[src/rtl/freq_meter_if.sv]
// Measurement bus of the frequency meter: the square-wave input and the
// reported frequency with its status strobes.
interface freq_meter_if;
    logic        sigIn;
    logic [19:0] freq;
    logic        valid;
    logic        timeout;
    logic        overrun;

    modport master (output sigIn, input freq, valid, timeout, overrun);
    modport slave  (input sigIn, output freq, valid, timeout, overrun);
endinterface

[src/rtl/freq_meter.sv]
// Measures the period of an asynchronous square wave in inClock cycles and
// reports BASE_SPEED / period in whole Hz via a 32-step restoring divider.
module freq_meter #(
    parameter int unsigned BASE_SPEED = 25000000,
    parameter int unsigned MIN_FREQ   = 1
) (
    input  logic         inClock,
    input  logic         reset,
    freq_meter_if.slave  bus
);
    localparam logic [31:0] TLIM     = 32'(BASE_SPEED / MIN_FREQ);
    localparam logic [31:0] DIVIDEND = 32'(BASE_SPEED);
    localparam logic [31:0] FREQ_MAX = 32'h000F_FFFF;

    typedef enum logic [1:0] {IDLE, MEASURE, DIVIDE, DONE} state_t;

    state_t      state;
    logic        s1, s2, s3;
    logic        edge_det;
    logic [31:0] cnt;
    logic [31:0] divisor;
    logic [31:0] quot;
    logic [31:0] rem;
    logic [4:0]  iter;
    logic [32:0] trial;
    logic [31:0] diff;
    logic        qbit;
    logic [19:0] freq_q;
    logic        valid_q, timeout_q, overrun_q;

    assign edge_det = s2 & ~s3;

    // quot starts as the dividend and is shifted out MSB first while the
    // quotient bits shift in, so it holds the quotient after 32 steps.
    // rem < divisor always, so the subtraction result fits in 32 bits.
    assign trial = {rem, quot[31]};
    assign qbit  = (trial >= {1'b0, divisor});
    assign diff  = trial[31:0] - divisor;

    assign bus.freq    = freq_q;
    assign bus.valid   = valid_q;
    assign bus.timeout = timeout_q;
    assign bus.overrun = overrun_q;

    always_ff @(posedge inClock) begin
        if (reset) begin
            s1  <= 1'b0;
            s2  <= 1'b0;
            s3  <= 1'b0;
            cnt <= '0;
        end else begin
            s1 <= bus.sigIn;
            s2 <= s1;
            s3 <= s2;
            if (edge_det)
                cnt <= 32'd1;
            else if (cnt != TLIM)
                cnt <= cnt + 32'd1;
        end
    end

    always_ff @(posedge inClock) begin
        if (reset) begin
            state     <= IDLE;
            divisor   <= '0;
            quot      <= '0;
            rem       <= '0;
            iter      <= '0;
            freq_q    <= '0;
            valid_q   <= 1'b0;
            timeout_q <= 1'b0;
            overrun_q <= 1'b0;
        end else begin
            valid_q   <= 1'b0;
            overrun_q <= 1'b0;
            case (state)
                IDLE: begin
                    if (edge_det)
                        state <= MEASURE;
                end
                MEASURE: begin
                    if (edge_det) begin
                        divisor <= cnt;
                        quot    <= DIVIDEND;
                        rem     <= '0;
                        iter    <= '0;
                        state   <= DIVIDE;
                    end else if (cnt == TLIM) begin
                        freq_q    <= '0;
                        timeout_q <= 1'b1;
                        valid_q   <= 1'b1;
                        state     <= IDLE;
                    end
                end
                DIVIDE: begin
                    // A new edge abandons the running divide and restarts on
                    // the freshly captured period.
                    if (edge_det) begin
                        divisor   <= cnt;
                        quot      <= DIVIDEND;
                        rem       <= '0;
                        iter      <= '0;
                        overrun_q <= 1'b1;
                    end else begin
                        rem  <= qbit ? diff : trial[31:0];
                        quot <= {quot[30:0], qbit};
                        iter <= iter + 5'd1;
                        if (iter == 5'd31)
                            state <= DONE;
                    end
                end
                DONE: begin
                    freq_q    <= (quot > FREQ_MAX) ? 20'hFFFFF : quot[19:0];
                    valid_q   <= 1'b1;
                    timeout_q <= 1'b0;
                    if (edge_det) begin
                        divisor <= cnt;
                        quot    <= DIVIDEND;
                        rem     <= '0;
                        iter    <= '0;
                        state   <= DIVIDE;
                    end else begin
                        state <= MEASURE;
                    end
                end
                default: state <= IDLE;
            endcase
        end
    end
endmodule

[src/flat_wrapper.sv]
// flat-port wrapper written by rule: the top's interface ports become plain ports
module freq_meter_flat 
#(
    parameter int unsigned BASE_SPEED = 25000000,
    parameter int unsigned MIN_FREQ   = 1
)
  (inClock, reset, bus_sigIn, bus_freq, bus_valid, bus_timeout, bus_overrun);
  freq_meter_if bus_i ();
  input  logic inClock;
  input  logic reset;
  input wire logic [$bits(bus_i.sigIn)-1:0] bus_sigIn;
  output wire logic [$bits(bus_i.freq)-1:0] bus_freq;
  output wire logic [$bits(bus_i.valid)-1:0] bus_valid;
  output wire logic [$bits(bus_i.timeout)-1:0] bus_timeout;
  output wire logic [$bits(bus_i.overrun)-1:0] bus_overrun;
  assign bus_i.sigIn = bus_sigIn;
  assign bus_freq = bus_i.freq;
  assign bus_valid = bus_i.valid;
  assign bus_timeout = bus_i.timeout;
  assign bus_overrun = bus_i.overrun;
  freq_meter #(.BASE_SPEED(BASE_SPEED), .MIN_FREQ(MIN_FREQ)) u_core (.inClock(inClock), .reset(reset), .bus(bus_i));
endmodule
[config.mk]
export PLATFORM = sky130hd
export DESIGN_NAME = freq_meter_flat
export DESIGN_NICKNAME = d
export VERILOG_FILES = /design/src/rtl/freq_meter_if.sv /design/src/rtl/freq_meter.sv /design/src/flat_wrapper.sv
export SDC_FILE = /design/constraint.sdc
export NUM_CORES = 1
export LEC_CHECK = 0
export CAP_MARGIN = 20
export CORE_MARGIN = 2
export CORE_UTILIZATION = 62
export DETAILED_ROUTE_END_ITERATION = 8
export GPL_TIMING_DRIVEN = 1
export PLACE_DENSITY_LB_ADDON = 0.05
export SETUP_SLACK_MARGIN = 0.15
export SLEW_MARGIN = 20
export SYNTH_ARGS = -nofsm -noshare
export SYNTH_HDL_FRONTEND = slang
export SYNTH_SLANG_ARGS = --single-unit
[constraint.sdc]
create_clock -name inClock -period 3.3 [get_ports inClock]
set_input_delay 0.495 -clock inClock [delete_from_list [all_inputs] [get_ports inClock]]
set_output_delay 0.495 -clock inClock [all_outputs]
set_load 0.02 [all_outputs]
---- Word-level counts from Yosys, hierarchy flattened ----
Index checks and enable logic that the tools add are counted.
cells by class
  add/sub/neg operators ................... 3
  order comparisons ....................... 2
  eq/ne operators ......................... 13
  muxes and demuxes ....................... 30
  bitwise gates (word level) .............. 3
  reduce and logical (&&, ||, !) cells .... 12
operator list
  cell                     count
  $mux W32                 5
  $pmux W32 S2             2
  $mux W20                 3
  $pmux W20 S2             1
  $ge A33 B32 Y1           1
  $add A32 B1 Y32 const B  1
  $eq A32 B25 Y1 const B   1
  $gt A32 B20 Y1 const B   1
  $ne A32 B25 Y1 const B   1
  $sub A32 B32 Y32         1
  $mux W2                  6
  $mux W5                  2
  $pmux W5 S2              1
  $ne A2 B1 Y1 const B     4
  $pmux W2 S4              1
  $mux W1                  7
  $reduce_bool A2 Y1       3
  $reduce_or A2 Y1         3
  $add A5 B1 Y5 const B    1
  $eq A5 B5 Y1 const B     1
  $eq A2 B2 Y1 const B     2
  $ne A2 B2 Y1 const B     2
  $pmux W1 S2              2
  $reduce_and A2 Y1        2
  8 further kinds          9
storage, ports and cells
  bits in registers ....................... 161
  bits of input ports ..................... 3
  output and inout port bits .............. 23
  logic and storage cells ................. 77

---- Logic depth before layout (Yosys ltp) ----
  word-level depth ........................ 4
  depth in mapped cells ................... 14
  mapped depth without buffers ............ 12

---- Worst setup path before layout ----
Ideal clock, no wire load.
  path type ............................... reg-to-reg
  start ................................... register u_core.divisor[1]
  end ..................................... register u_core.rem[14]
  library setup time ...................... 0.117 ns
  arrival ................................. 2.643 ns
  required time ........................... 3.183 ns
  setup slack ............................. 0.539 ns
  cell stages (with the launch flop) ...... 13
  path buffers ............................ 1
  period minus slack after synthesis ...... 2.761 ns
  path through ............................ dfxtp_1 -> inv_1 -> ha_1 -> nor2b_1 -> o211ai_1 -> a31oi_1 -> a21oi_4 -> o21ai_2 -> o2bb2ai_2 -> o31a_1 -> buf_6 -> or3_1 -> a32o_1
between the ends
  longest elaborated chain between the ends .. 4
  elaborated cells between the ends (all ways) .. 5
  those cells by class .................... add/sub (1); order compare (1); mux (3)
ends and longest elaborated chain
  item                                                       line                                source
  start, declared                                            freq_meter.sv:21                    logic [31:0] divisor;
  start signal, assigned                                     freq_meter.sv:83                    divisor <= cnt;
  start signal, assigned                                     freq_meter.sv:99                    divisor <= cnt;
  start signal, assigned                                     freq_meter.sv:117                   divisor <= cnt;
  $sub A32 B32 Y32 / $ge A33 B32 Y1 (equally long branches)  freq_meter.sv:38, freq_meter.sv:37
  $mux W32 (*)                                               freq_meter.sv:105                   rem <= qbit ? diff : trial[31:0];
  $mux W32 (*)                                               freq_meter.sv:98                    if (edge_det) begin
  $pmux W32 S2 (*)                                           freq_meter.sv:76                    case (state)
  end signal, assigned                                       freq_meter.sv:105
  end, declared                                              freq_meter.sv:23                    logic [31:0] rem;
Mark *: on every way between the ends. The rest lies on a longest branch, timed or not.
A chain may end at the register's enable or synchronous reset.

---- Final worst setup path ----
  start ................................... register u_core.quot[31]
  end ..................................... register u_core.rem[10]
between the ends
  longest elaborated chain between the ends .. 4
  elaborated cells between the ends (all ways) .. 5
  those cells by class .................... add/sub (1); order compare (1); mux (3)
ends and longest elaborated chain
  item                                                       line                                source
  start, declared                                            freq_meter.sv:22                    logic [31:0] quot;
  start signal, assigned                                     freq_meter.sv:106                   quot <= {quot[30:0], qbit};
  $sub A32 B32 Y32 / $ge A33 B32 Y1 (equally long branches)  freq_meter.sv:38, freq_meter.sv:37
  $mux W32 (*)                                               freq_meter.sv:105
  $mux W32 (*)                                               freq_meter.sv:98
  $pmux W32 S2 (*)                                           freq_meter.sv:76
Marked as above.

==> reports/metrics.csv <==
stage,metric,value,unit
floorplan,Core Rows,42,
timing,Hold Slack,0.4026,ns
floorplan,Die H,119.3,µm
clocking,worst skew pair latency,0.42,ns
timing,total negative slack,0,ns
cells_and_area,Total Nets Final,1088,
synthesis,synth warn,0,
timing,Fmax,335.9,MHz
critical_path,nature of the critical path endpoint,flip-flop,
cells_and_area,final design area excluding fillers,9203,µm²
synthesis,Syn Nets,1085,
critical_path,"Arr. time, crit path",3.25,ns
timing,final setup violation count,0,
grt,total global routing overflow,0,
place,I/O Buffers,25,
synthesis,synthesized instance count,1045,
synthesis,commonest cells in the netlist,"dfxtp_1 (161), nand2_1 (155), a21oi_1 (94)",
grt,pin count of the biggest net entering global routing,85,
floorplan,Die Width,119.3,µm
cells_and_area,final core occ,0.7005,
clocking,TritonCTS Buffers,17,
timing,relative max-transition margin,0.4193,
critical_path,"slowest stage delay, CP",0.42,ns
synthesis,"count leader, synth",dfxtp_1,
timing,final clock skew,0.01380,ns
critical_path,crit path cell chain,"inv_1, ha_1, fa_1, nand2b_1, a21oi_1, o21ai_0, nand2b_1, a221o_1, a2111oi_0, a41o_1, a2111oi_1, o31ai_1",
synthesis,synth unique cells,62,
synthesis,"EDFF count, synth",0,
pwr,Peak supply drop,455.5,µV
floorplan,core area,13140,µm²
job,max-cap viol count,0,
synthesis,post-synthesis sequential area ratio,0.3910,
floorplan,Die ar.,14230,µm²
clocking,clk slew on worst S/H paths,0.06,ns
timing,worst-margin pin slew,0.8684,ns
cells_and_area,Area Overhead vs Synth,11.64,%
grt,M2 GR Usage,0.4213,
grt,GRT busiest layer,met2,
clocking,cts hold-fix bufs,0,
routing,DRC Markers,0,
place,RD Place Congestion,0.8725,
timing,final slew viol count,0,
cells_and_area,layout cell share with drive strength beyond 1,0.06786,
synthesis,#FFs+latches synth,161,
timing,Period minus WS final,2.977,ns
floorplan,Initial Util,0.6274,
routing,"antenna viol nets, final",0,
synthesis,Mapped Area,8243,µm²
routing,final wirelength,19.66,mm
critical_path,crit path launch type,flip-flop,
critical_path,crit-path most repeated cell,nand2b_1,
clocking,H-Tree Depth,4,
grt,Tot GR Track Use,0.2827,
routing,Routed WL per cell,15.89,µm
critical_path,CP Class,flip-flop to flip-flop,
place,Placed Area,8635,µm²
synthesis,syn_area_per_cell,7.888,µm²
synthesis,"Top FF cell, synth",dfxtp_1,
timing,RSZ-0062 raised after global routing,true,
grt,vias in the first global route,6681,
worst_hold_path,Hold Path Class,input pin to flip-flop,
critical_path,Required @ worst endpoint,3.57,ns
grt,first-pass GRT wire length,32.69,mm
grt,routing usage on met3,0.05316,
timing,"Hold Vio Cnt, Final",0,
synthesis,"Async S/R FF share, synth",0,
run_status,run status,"finished, final reports clean",
clocking,CTS tree,yes,
routing,Vias,7382,
routing,vias per cell,5.968,
synthesis,leading area contributor after synthesis,dfxtp_1,
clocking,CTS root buf,clkbuf_16,
cells_and_area,"Cell Count, Final, Fillers Out",1237,
routing,TritonRoute pass-1 iters,5,
cells_and_area,n_diodes,0,
place,DP Cell Count,1203,
routing,Iter 0 DRT Violations,521,
timing,Final Cycle Share,0.9023,
grt,GR Util met1,0.4182,
critical_path,slowest CP cell,a2111oi_1,
grt,initial antenna violation count,0,
synthesis,largest cells by area after synthesis,"dfxtp_1 (39%), nand2_1 (7.1%), a21oi_1 (5.7%), ha_1 (5.5%), nor2_1 (4.1%)",
clocking,clock buffer depth,2,
synthesis,share of Yosys cell area claimed by the top area cell type,0.3910,
floorplan,I/O pin total,26,
clocking,clk sinks,161,
pwr,Power Dens Cells,416.0,nW/µm²
place,detailed placement HPWL,13.35,mm
pwr,leakage power,3.387,nW
critical_path,critical path peak fanout,3,
[layout make-up]
cell class	count	area (µm²)
clock buffers	20	446.7
clock inverters	12	81.33
fillers	1122	3935
inverters	45	168.9
multi-input cells	775	4626
flip-flops and latches	161	3223
well taps	176	220.2
repair buffers	48	436.7
[where the power goes]
group	internal, mW	total [mW]	switching (mW)
Sequential	1.95	1.96	0.00993
Combinational	0.0297	0.0980	0.0683
Clock	0.982	1.77	0.787
[state kept, by name, indices dropped and copies added, names as in the netlist]
| signal | cells |
|---|---|
| u_core.bus.valid | 1 |
| u_core.cnt | 32 |
| u_core.s1 | 1 |
| u_core.iter | 5 |
| u_core.rem | 32 |
| u_core.s3 | 1 |
| u_core.quot | 32 |
| u_core.s2 | 1 |
| u_core.state | 2 |
| u_core.bus.freq | 20 |
| u_core.divisor | 32 |
| u_core.bus.timeout | 1 |
| u_core.bus.overrun | 1 |
[final timing paths]
path	from	end	slack [ns]	depth (start not counted)
setup reg to reg	u_core.quot[31]	u_core.rem[10]	0.32	12
setup / recovery	u_core.quot[31]	u_core.rem[10]	0.32	12
hold reg to reg	u_core.s1	u_core.s2	0.44	1
hold / removal	reset	u_core.quot[0]	0.40	2
[worst max-delay path, delay by kind of cell (launching register included)]
family,cells,cell delay [ns]
adders and majority gates,2,0.61
DFF,1,0.36
AOI/OAI and AO/OA,7,1.47
and+or+nand+nor,2,0.32
buffers and inverters,1,0.08
[cells in the final DEF (no fill, tap or decap), drive strengths merged, types with 3 or more instances in the layout]
master and count:
a31oi 17, nand2 155, clkbuf 20, o21ai 43, a21oi 96, o211ai 24
nand4 32, a32o 4, nor3 34, xnor2 11, and3 16, nand3b 4
o21a 5, a311o 5, nor2b 10, nor4b 4, nand3 29, buf 24
clkdlybuf4s50 24, or3 12, ha 36, clkinv 8, nor2 91, a211oi 12
and4 3, o31ai 5, xor2 31, nand2b 15, a22oi 21, dfxtp 161
a21o 10, nor4 5, inv 48, and2 12, o21bai 3
[kinds of logic (layout without fill, tap and decap cells)]
kind of cell | count (synthesis) | in the layout | synth area share
buffers and inverters | 109 | 125 | 0.05267
AO/OA/AOI/OAI | 265 | 265 | 0.2054
adder cells (fa/ha/maj) | 37 | 37 | 0.05707
multiplexers | 2 | 2 | 0.002429
flip-flops | 161 | 161 | 0.3910
AND/OR/NAND/NOR | 429 | 429 | 0.2468
XOR/XNOR | 42 | 42 | 0.04463
[per-layer routing]
metal,routed length (µm),part of all wire
met3,1076,0.055
met1,9768,0.50
met4,223,0.011
met5,0,0
met2,8590,0.44
[metrics by stage]
step | worst slack [ns] | power, mW
after floorplan | 0.5394 | 2.073
after global placement | 0.2475 | 2.101
after detailed placement | 0.1448 | 2.101
after CTS | 0.2086 | 3.858
after global routing | 0.1473 | 3.943
final | 0.3225 | 3.829
[timing repair]
| action | 4_1_cts | 5_1_grt |
|---|---|---|
| endpoints found under the setup margin | 1 | 22 |
| pin swaps | 0 | 2 |
| buffers inserted | 0 | 2 |
| resized for setup | 1 | 4 |
Note: power is estimated with default switching activity, not from simulation.
